$ cat src/rtl/hazard_ctrl_shadow_if.sv
// rtl/hazard_ctrl_shadow_if.sv - D-stage decode inputs and hazard control outputs of hazard_ctrl_shadow
interface hazard_ctrl_shadow_if #(
    parameter int REG_AW = 5,
    parameter int TW     = 2,
    parameter int CNT_W  = 32
);
    logic [REG_AW-1:0] d_rs;
    logic [REG_AW-1:0] d_rt;
    logic [TW-1:0]     d_tuse_rs;
    logic [TW-1:0]     d_tuse_rt;
    logic [REG_AW-1:0] d_dst;
    logic              d_we;
    logic [TW-1:0]     d_tnew;
    logic              d_md_use;
    logic              d_md_start;
    logic              d_md_div;

    logic              stall;
    logic              en_pc;
    logic              en_d;
    logic              clr_e;
    logic [1:0]        fwd_d_rs;
    logic [1:0]        fwd_d_rt;
    logic [1:0]        fwd_e_rs;
    logic [1:0]        fwd_e_rt;
    logic              md_busy;
    logic [CNT_W-1:0]  stall_cnt;

    modport master (
        output d_rs, d_rt, d_tuse_rs, d_tuse_rt, d_dst, d_we, d_tnew,
               d_md_use, d_md_start, d_md_div,
        input  stall, en_pc, en_d, clr_e, fwd_d_rs, fwd_d_rt, fwd_e_rs, fwd_e_rt,
               md_busy, stall_cnt
    );

    modport slave (
        input  d_rs, d_rt, d_tuse_rs, d_tuse_rt, d_dst, d_we, d_tnew,
               d_md_use, d_md_start, d_md_div,
        output stall, en_pc, en_d, clr_e, fwd_d_rs, fwd_d_rt, fwd_e_rs, fwd_e_rt,
               md_busy, stall_cnt
    );
endinterface

$ cat src/rtl/hazard_ctrl_shadow.sv
// rtl/hazard_ctrl_shadow.sv - MIPS stall/forward controller with E/M/W shadow pipeline; optional HAZARD_STALL_PERF_EN stall counter
module hazard_ctrl_shadow #(
    parameter int REG_AW      = 5,
    parameter int TW          = 2,
    parameter int MULT_CYCLES = 5,
    parameter int DIV_CYCLES  = 10,
    parameter int CNT_W       = 32
) (
    input  logic               clk,
    input  logic               reset,
    hazard_ctrl_shadow_if.slave hz
);
    localparam int MD_MAX = (MULT_CYCLES > DIV_CYCLES) ? MULT_CYCLES : DIV_CYCLES;
    localparam int MD_W   = $clog2(MD_MAX + 1);

    logic [REG_AW-1:0] e_dst, e_rs, e_rt, m_dst, w_dst;
    logic              e_we, m_we, w_we;
    logic [TW-1:0]     e_tnew, m_tnew, w_tnew;
    logic [MD_W-1:0]   md_cnt;
    logic              stall;

    function automatic logic hit(input logic [REG_AW-1:0] src, input logic [REG_AW-1:0] dst,
                                 input logic we);
        return (src != '0) && we && (src == dst);
    endfunction

    // Youngest matching stage wins; if its result is not ready yet, no older stage may be used.
    function automatic logic [1:0] pick(input logic hit_e, input logic rdy_e,
                                        input logic hit_m, input logic rdy_m,
                                        input logic hit_w, input logic rdy_w);
        if (hit_e) return rdy_e ? 2'd3 : 2'd0;
        if (hit_m) return rdy_m ? 2'd2 : 2'd0;
        if (hit_w) return rdy_w ? 2'd1 : 2'd0;
        return 2'd0;
    endfunction

    function automatic logic [TW-1:0] age(input logic [TW-1:0] t);
        return (t == '0) ? '0 : t - TW'(1);
    endfunction

    logic stall_rs, stall_rt, stall_md;

    assign stall_rs = (hit(hz.d_rs, e_dst, e_we) && (hz.d_tuse_rs < e_tnew)) ||
                      (hit(hz.d_rs, m_dst, m_we) && (hz.d_tuse_rs < m_tnew));
    assign stall_rt = (hit(hz.d_rt, e_dst, e_we) && (hz.d_tuse_rt < e_tnew)) ||
                      (hit(hz.d_rt, m_dst, m_we) && (hz.d_tuse_rt < m_tnew));
    assign stall_md = hz.d_md_use && (md_cnt != '0);
    assign stall    = stall_rs || stall_rt || stall_md;

    assign hz.stall = stall;
    assign hz.en_pc = ~stall;
    assign hz.en_d  = ~stall;
    assign hz.clr_e = stall;

    assign hz.fwd_d_rs = pick(hit(hz.d_rs, e_dst, e_we), e_tnew == '0,
                              hit(hz.d_rs, m_dst, m_we), m_tnew == '0,
                              hit(hz.d_rs, w_dst, w_we), w_tnew == '0);
    assign hz.fwd_d_rt = pick(hit(hz.d_rt, e_dst, e_we), e_tnew == '0,
                              hit(hz.d_rt, m_dst, m_we), m_tnew == '0,
                              hit(hz.d_rt, w_dst, w_we), w_tnew == '0);
    assign hz.fwd_e_rs = pick(1'b0, 1'b0,
                              hit(e_rs, m_dst, m_we), m_tnew == '0,
                              hit(e_rs, w_dst, w_we), w_tnew == '0);
    assign hz.fwd_e_rt = pick(1'b0, 1'b0,
                              hit(e_rt, m_dst, m_we), m_tnew == '0,
                              hit(e_rt, w_dst, w_we), w_tnew == '0);

    assign hz.md_busy = (md_cnt != '0);

    always_ff @(posedge clk or negedge reset) begin
        if (!reset) begin
            e_dst  <= '0; e_rs <= '0; e_rt <= '0; e_we <= 1'b0; e_tnew <= '0;
            m_dst  <= '0; m_we <= 1'b0; m_tnew <= '0;
            w_dst  <= '0; w_we <= 1'b0; w_tnew <= '0;
            md_cnt <= '0;
        end else begin
            if (stall) begin
                e_dst <= '0; e_rs <= '0; e_rt <= '0; e_we <= 1'b0; e_tnew <= '0;
            end else begin
                e_dst  <= hz.d_dst;
                e_rs   <= hz.d_rs;
                e_rt   <= hz.d_rt;
                e_we   <= hz.d_we;
                e_tnew <= hz.d_tnew;
            end
            m_dst  <= e_dst;
            m_we   <= e_we;
            m_tnew <= age(e_tnew);
            w_dst  <= m_dst;
            w_we   <= m_we;
            w_tnew <= age(m_tnew);
            // A mult/div held in D must not start the MDU until it actually issues.
            if (hz.d_md_start && !stall)
                md_cnt <= hz.d_md_div ? MD_W'(DIV_CYCLES) : MD_W'(MULT_CYCLES);
            else if (md_cnt != '0)
                md_cnt <= md_cnt - MD_W'(1);
        end
    end

`ifdef HAZARD_STALL_PERF_EN
    logic [CNT_W-1:0] stall_cnt_q;

    always_ff @(posedge clk or negedge reset) begin
        if (!reset)
            stall_cnt_q <= '0;
        else if (stall && (stall_cnt_q != '1))
            stall_cnt_q <= stall_cnt_q + CNT_W'(1);
    end

    assign hz.stall_cnt = stall_cnt_q;
`else
    assign hz.stall_cnt = {CNT_W{1'b0}};
`endif
endmodule

$ cat src/flat_wrapper.sv
// flat-port wrapper written by rule: the top's interface ports become plain ports
module hazard_ctrl_shadow_flat 
#(
    parameter int REG_AW      = 5,
    parameter int TW          = 2,
    parameter int MULT_CYCLES = 5,
    parameter int DIV_CYCLES  = 10,
    parameter int CNT_W       = 32
)
  (clk, reset, hz_d_rs, hz_d_rt, hz_d_tuse_rs, hz_d_tuse_rt, hz_d_dst, hz_d_we, hz_d_tnew, hz_d_md_use, hz_d_md_start, hz_d_md_div, hz_stall, hz_en_pc, hz_en_d, hz_clr_e, hz_fwd_d_rs, hz_fwd_d_rt, hz_fwd_e_rs, hz_fwd_e_rt, hz_md_busy, hz_stall_cnt);
  hazard_ctrl_shadow_if #(.REG_AW(REG_AW), .TW(TW), .CNT_W(CNT_W)) hz_i ();
  input  logic clk;
  input  logic reset;
  input wire logic [$bits(hz_i.d_rs)-1:0] hz_d_rs;
  input wire logic [$bits(hz_i.d_rt)-1:0] hz_d_rt;
  input wire logic [$bits(hz_i.d_tuse_rs)-1:0] hz_d_tuse_rs;
  input wire logic [$bits(hz_i.d_tuse_rt)-1:0] hz_d_tuse_rt;
  input wire logic [$bits(hz_i.d_dst)-1:0] hz_d_dst;
  input wire logic [$bits(hz_i.d_we)-1:0] hz_d_we;
  input wire logic [$bits(hz_i.d_tnew)-1:0] hz_d_tnew;
  input wire logic [$bits(hz_i.d_md_use)-1:0] hz_d_md_use;
  input wire logic [$bits(hz_i.d_md_start)-1:0] hz_d_md_start;
  input wire logic [$bits(hz_i.d_md_div)-1:0] hz_d_md_div;
  output wire logic [$bits(hz_i.stall)-1:0] hz_stall;
  output wire logic [$bits(hz_i.en_pc)-1:0] hz_en_pc;
  output wire logic [$bits(hz_i.en_d)-1:0] hz_en_d;
  output wire logic [$bits(hz_i.clr_e)-1:0] hz_clr_e;
  output wire logic [$bits(hz_i.fwd_d_rs)-1:0] hz_fwd_d_rs;
  output wire logic [$bits(hz_i.fwd_d_rt)-1:0] hz_fwd_d_rt;
  output wire logic [$bits(hz_i.fwd_e_rs)-1:0] hz_fwd_e_rs;
  output wire logic [$bits(hz_i.fwd_e_rt)-1:0] hz_fwd_e_rt;
  output wire logic [$bits(hz_i.md_busy)-1:0] hz_md_busy;
  output wire logic [$bits(hz_i.stall_cnt)-1:0] hz_stall_cnt;
  assign hz_i.d_rs = hz_d_rs;
  assign hz_i.d_rt = hz_d_rt;
  assign hz_i.d_tuse_rs = hz_d_tuse_rs;
  assign hz_i.d_tuse_rt = hz_d_tuse_rt;
  assign hz_i.d_dst = hz_d_dst;
  assign hz_i.d_we = hz_d_we;
  assign hz_i.d_tnew = hz_d_tnew;
  assign hz_i.d_md_use = hz_d_md_use;
  assign hz_i.d_md_start = hz_d_md_start;
  assign hz_i.d_md_div = hz_d_md_div;
  assign hz_stall = hz_i.stall;
  assign hz_en_pc = hz_i.en_pc;
  assign hz_en_d = hz_i.en_d;
  assign hz_clr_e = hz_i.clr_e;
  assign hz_fwd_d_rs = hz_i.fwd_d_rs;
  assign hz_fwd_d_rt = hz_i.fwd_d_rt;
  assign hz_fwd_e_rs = hz_i.fwd_e_rs;
  assign hz_fwd_e_rt = hz_i.fwd_e_rt;
  assign hz_md_busy = hz_i.md_busy;
  assign hz_stall_cnt = hz_i.stall_cnt;
  hazard_ctrl_shadow #(.REG_AW(REG_AW), .TW(TW), .MULT_CYCLES(MULT_CYCLES), .DIV_CYCLES(DIV_CYCLES), .CNT_W(CNT_W)) u_core (.clk(clk), .reset(reset), .hz(hz_i));
endmodule
$ cat config.mk
export PLATFORM = sky130hd
export DESIGN_NAME = hazard_ctrl_shadow_flat
export DESIGN_NICKNAME = d
export VERILOG_FILES = /design/src/rtl/hazard_ctrl_shadow_if.sv /design/src/rtl/hazard_ctrl_shadow.sv /design/src/flat_wrapper.sv
export SDC_FILE = /design/constraint.sdc
export NUM_CORES = 1
export LEC_CHECK = 0
export CAP_MARGIN = 20
export CORE_UTILIZATION = 35
export DETAILED_ROUTE_END_ITERATION = 6
export PLACE_DENSITY = 0.62
export SLEW_MARGIN = 40
export SYNTH_ARGS = -nofsm -noshare
export SYNTH_HDL_FRONTEND = slang
export SYNTH_SLANG_ARGS = --single-unit
$ cat constraint.sdc
create_clock -name clk -period 3.9 [get_ports clk]
set_clock_uncertainty 0.05 [all_clocks]
set_input_delay 1.17 -clock clk [delete_from_list [all_inputs] [get_ports clk]]
set_output_delay 1.17 -clock clk [all_outputs]
set_load 0.01 [all_outputs]
Word level (Yosys, flattened, before mapping)
Cells that the tools add are included.
- add/subtract/negate cells: 3
- $lt $le $gt $ge: 4
- equal/unequal tests: 10
- mux-type cells: 51
- bitwise logic cells: 1
- reductions and logical operators: 40
- operators by type and width (kind ; number):
    $eq 5x5->1 ; 10
    $mux 2 ; 25
    $logic_and 1x1->1 ; 26
    $mux 1 ; 20
    $reduce_bool 5->1 ; 4
    $mux 5 ; 3
    $mux 4 ; 3
    $lt 2x2->1 ; 4
    $logic_not 2->1 ; 3
    $logic_or 1x1->1 ; 4
    $reduce_bool 4->1 ; 1
    $sub 2x1->2 const B ; 2
    $sub 4x1->4 const B ; 1
    $reduce_bool 2->1 ; 1
    $logic_not 1->1 ; 1
    $not 1->1 ; 1
- register bits after elaboration: 38
- bits of input ports: 27
- word-level logic and storage cells: 121

Longest topological paths before layout
- depth in word-level cells: 10
- gate-level depth with buffers: 10

Least setup slack after synthesis
OpenSTA, ideal clock, no wires.
- path type: input to output
- from: input hz_d_rs[0]
- to: output hz_stall
- arrival time: 2713 ps
- data required time: 2680 ps
- path slack: -33 ps
- stages: 8
- cell sequence: clkbuf_1 xnor2_1 nand4_1 nor4b_1 nor4_1 buf_2 inv_1 buf_4
- longest elaborated chain between the ends: 7
- elaborated cells between the ends (all ways): 12
- those cells by class: eq/ne (2); reduce/logical (10)
- ends and longest elaborated chain (element ; line ; text):
    start: declaration ; flat_wrapper.sv:14 ; input wire logic [$bits(hz_i.d_rs)-1:0] hz_d_rs;
    $reduce_bool 5->1 ; hazard_ctrl_shadow.sv:24 ; return (src != '0) && we && (src == dst);
    $logic_and 1x1->1 (2 in series) ; hazard_ctrl_shadow.sv:24 ;
    $logic_and 1x1->1 (on tied branches) ; hazard_ctrl_shadow.sv:43, hazard_ctrl_shadow.sv:44 ;
    $logic_or 1x1->1 (*) ; hazard_ctrl_shadow.sv:43 ; assign stall_rs = (hit(hz.d_rs, e_dst, e_we) && (hz.d_tuse_rs < e_tnew)) ||
    $logic_or 1x1->1 (*) (2 in series) ; hazard_ctrl_shadow.sv:48 ; assign stall = stall_rs || stall_rt || stall_md;
    end: declaration ; flat_wrapper.sv:24 ; output wire logic [$bits(hz_i.stall)-1:0] hz_stall;
Mark *: on every way between the ends. The rest lies on a longest branch, timed or not.

Worst setup path after layout
- from: input hz_d_rt[0]
- to: output hz_stall
- longest elaborated chain between the ends: 7
- elaborated cells between the ends (all ways): 12
- those cells by class: eq/ne (2); reduce/logical (10)
- ends and longest elaborated chain (element ; line ; text):
    start: declaration ; flat_wrapper.sv:15 ; input wire logic [$bits(hz_i.d_rt)-1:0] hz_d_rt;
    $reduce_bool 5->1 ; hazard_ctrl_shadow.sv:24 ;
    $logic_and 1x1->1 (2 in series) ; hazard_ctrl_shadow.sv:24 ;
    $logic_and 1x1->1 (on tied branches) ; hazard_ctrl_shadow.sv:45, hazard_ctrl_shadow.sv:46 ;
    $logic_or 1x1->1 (*) ; hazard_ctrl_shadow.sv:45 ; assign stall_rt = (hit(hz.d_rt, e_dst, e_we) && (hz.d_tuse_rt < e_tnew)) ||
    $logic_or 1x1->1 (*) (2 in series) ; hazard_ctrl_shadow.sv:48 ;
Marks and branches as above.

==> flow_summary.toml <==
[placed_design]
routabilityCongestion = 0.8776
place.port_buffers = 39
dpl-instance-area_mm2 = 0.002917
dpl.hpwl_um = 3948
post-place-ws_ns = -0.9162

[critical_path]
r2r_setup_slack_ns = 1.60
rr_startpoint = "u_core.md_cnt[0]"
end_kind = "primary output"
cp-startpoint = "hz_d_rt[0]"
crit_required_ns = 2.68
critical_path_class = "primary input to primary output"
crit_path_max_fanout = 4
rr_worst_depth = 7
cp-start-kind = "primary input"
crit_arrival_ns = 2.69

[route]
dr.pass1.iters = 4
drc_errors = 0
vias = 1801
via_per_inst = 4.654
initialDrtViolationCount = 55
wire_per_inst_um = 13.49
wl_um = 5219
drtAntennaViolNets = 0

[synth]
synthSimpleGateAreaFrac_pct = 20.34
synth_most_common_cell = "xnor2_1"
synthMuxAreaShare_pct = 1.751
synth.largest_area_cell = "dfrtp_1"
syn_area_per_cell_um2 = 9.877
ys_top_cells_by_count = "39 x xnor2_1, 38 x dfrtp_1, 34 x buf_4"
yosys_most_used_dff = "dfrtp_1"
netlist_area_mm2 = 0.002430
yosys.area.top_type_share_pct = 39.13
netlist_instances = 246
synth_top_family_by_area = "simple AND/OR/NAND/NOR gates"
synth_compound_area_share_pct = 5.098
synth_area_leaders = "dfrtp_1 39%, xnor2_1 14%, buf_4 11%"
ys_seq_area_share_pct = 39.13
synth_edf_count = 0
synth_cell_types = 37
yosys.area_share.xor_xnor_pct = 17.66
synthAdderAreaFrac_pct = 3.090
ys_ff_latch = 38
ys_warn_count = 0
ys_async_sr_fraction_pct = 100.0

[timing]
rsz0062_at_grt = "yes"
fin_crit_sh_pct = 100.2
finalSetupViolations = 2
slew_viol_final = 0
max_freq_mhz = 255.9
finalWorstPathRequiredPeriod_ns = 3.907
finalHoldViolations = 0
layout_setup_ws_ns = -0.007473

[grt]
grt_antenna_before_repair = 0
grt_pass1_vias = 1652
grt_max_degree = 39
grt_usage_pct = 15.28
grt_overflow_total = 0
grt_pass1_wl_um = 8369

[run]
drv_cap = 0

[pwr]
p_leak_nw = 1.360
p_per_area_mw_per_mm2 = 398.4
ir_worst_vdd_mv = 0.1816

[clock_tree]
clockRootBuffer = "clkbuf_8"
cts_max_path_buffers = 2
hold_buffers = 0
clk_latency_ns = 0.29
clkSinkCount = 38
cts_tree = "yes"
numCtsBuffers = 5
clk_pin_slew_ns = 0.07
htree_levels = 2

[finish]
fillers = 648
syn_to_final_growth_pct = 26.83
nNetsFinal = 339
stdcell_area_mm2 = 0.003082
postLayoutCoreUtil_pct = 45.61
diodes = 0
drive_gt1_share_pct = 22.80

[min_path]
min_path_cells = 0
hold_path_class = "register to register"
min-delay-start = "u_core.e_dst[2]"

[floorplan]
fp.dieW_um = 85.32
core_mm2 = 0.006756
ioPinCount = 72
start_util_pct = 35.96
dieHeight_um = 85.32
fp-row-count = 30
die_area_mm2 = 0.007280

[run_status]
failed_checks = "negative setup slack"
status = "finished with violations"
[kinds of logic after synthesis]
logic type / after synthesis
buf+inv: 48
compound gates: 18
flops: 38
simple gates: 82
mux: 4
other cells: 1
xor+xnor: 49
fa+ha+maj: 6
[report_power, final]
| group | switching [mW] | internal (mW) |
|---|---|---|
| clock network | 0.139 | 0.142 |
| registers | 0.0900 | 0.460 |
| logic | 0.187 | 0.210 |
| total | 0.416 | 0.812 |
[timing repair]
action / CTS / global route
pin swaps: 10 / 7
cloned: 0 / 0
resized for setup: 77 / 15
endpoints found under the setup margin: 8 / 8
buffers inserted: 2 / 2
[per-layer routing]
metal	share of wire [%]	global-route usage, %	vias to the layer above
li1	-	-	876
met1	44	19.14	860
met2	51	26.39	60
met3	3.9	2.237	5
met4	1.5	6.364	0
met5	0	0	-
[worst max-delay path, cell delays in order]
cell and delay, ns:
buf_6 0.09, or4_4 0.53, nor2_4 0.19, nor4b_4 0.08, nor4_4 0.38, inv_1 0.09, buf_2 0.15
[registers in the layout, indices dropped and copies added (netlist names)]
register and count:
u_core.e_dst 5, u_core.e_rs 5, u_core.e_rt 5, u_core.m_dst 5
u_core.w_dst 5, u_core.md_cnt 4, u_core.e_tnew 2, u_core.m_tnew 2
u_core.w_tnew 2, u_core.e_we 1, u_core.m_we 1, u_core.w_we 1
[area by class of cell]
class / count / area (um^2) / share of cell area, %
Clock buffer: 6 / 82.58 / 2.680
Clock inverter: 2 / 12.51 / 0.4060
Inverter: 6 / 22.52 / 0.7308
Multi-Input combinational cell: 191 / 1404 / 45.55
Sequential cell: 38 / 950.9 / 30.86
Tap cell: 80 / 100.1 / 3.248
Timing Repair Buffer: 64 / 509.2 / 16.52
[cells in the final DEF, fill, tap and decap left out, types with 4 or more instances in the layout]
cell type	netlist	final
dfrtp_1	38	38
xnor2_1	39	38
nor2_1	10	8
clkbuf_8	0	6
buf_4	34	25
nand2b_1	4	4
a21oi_1	6	5
xor2_1	10	10
nor3_1	8	6
nand4_1	8	8
and2_1	21	21
buf_6	0	4
ha_1	6	6
conb_1	1	32
inv_1	6	6
clkdlybuf4s50_1	0	18
buf_2	2	12
nand2_1	10	10
[worst paths after layout]
check	to
max in group asynchronous	u_core.m_we
hold / removal	u_core.m_dst[2]
hold reg to reg	u_core.m_dst[2]
min in group asynchronous	u_core.e_rs[1]
setup reg to reg	u_core.md_cnt[1]
setup / recovery	hz_stall
[stage by stage]
stage | hold slack (ns) | power (mW) | std cells | TNS, ns
6_report | 0.4047 | 1.228 | 387 | -0.01344
5_1_grt | 0.4165 | 1.310 | 387 | -0.1555
3_3_place_gp | 0.3750 | 0.9393 | 375 | -6.115
3_5_place_dp | 0.3747 | 0.9472 | 375 | -6.161
2_1_floorplan | 0.3019 | 0.8263 | 277 | 0
4_1_cts | 0.4085 | 1.235 | 385 | -0.5106
No activity file was read; power rests on OpenSTA's default activity.
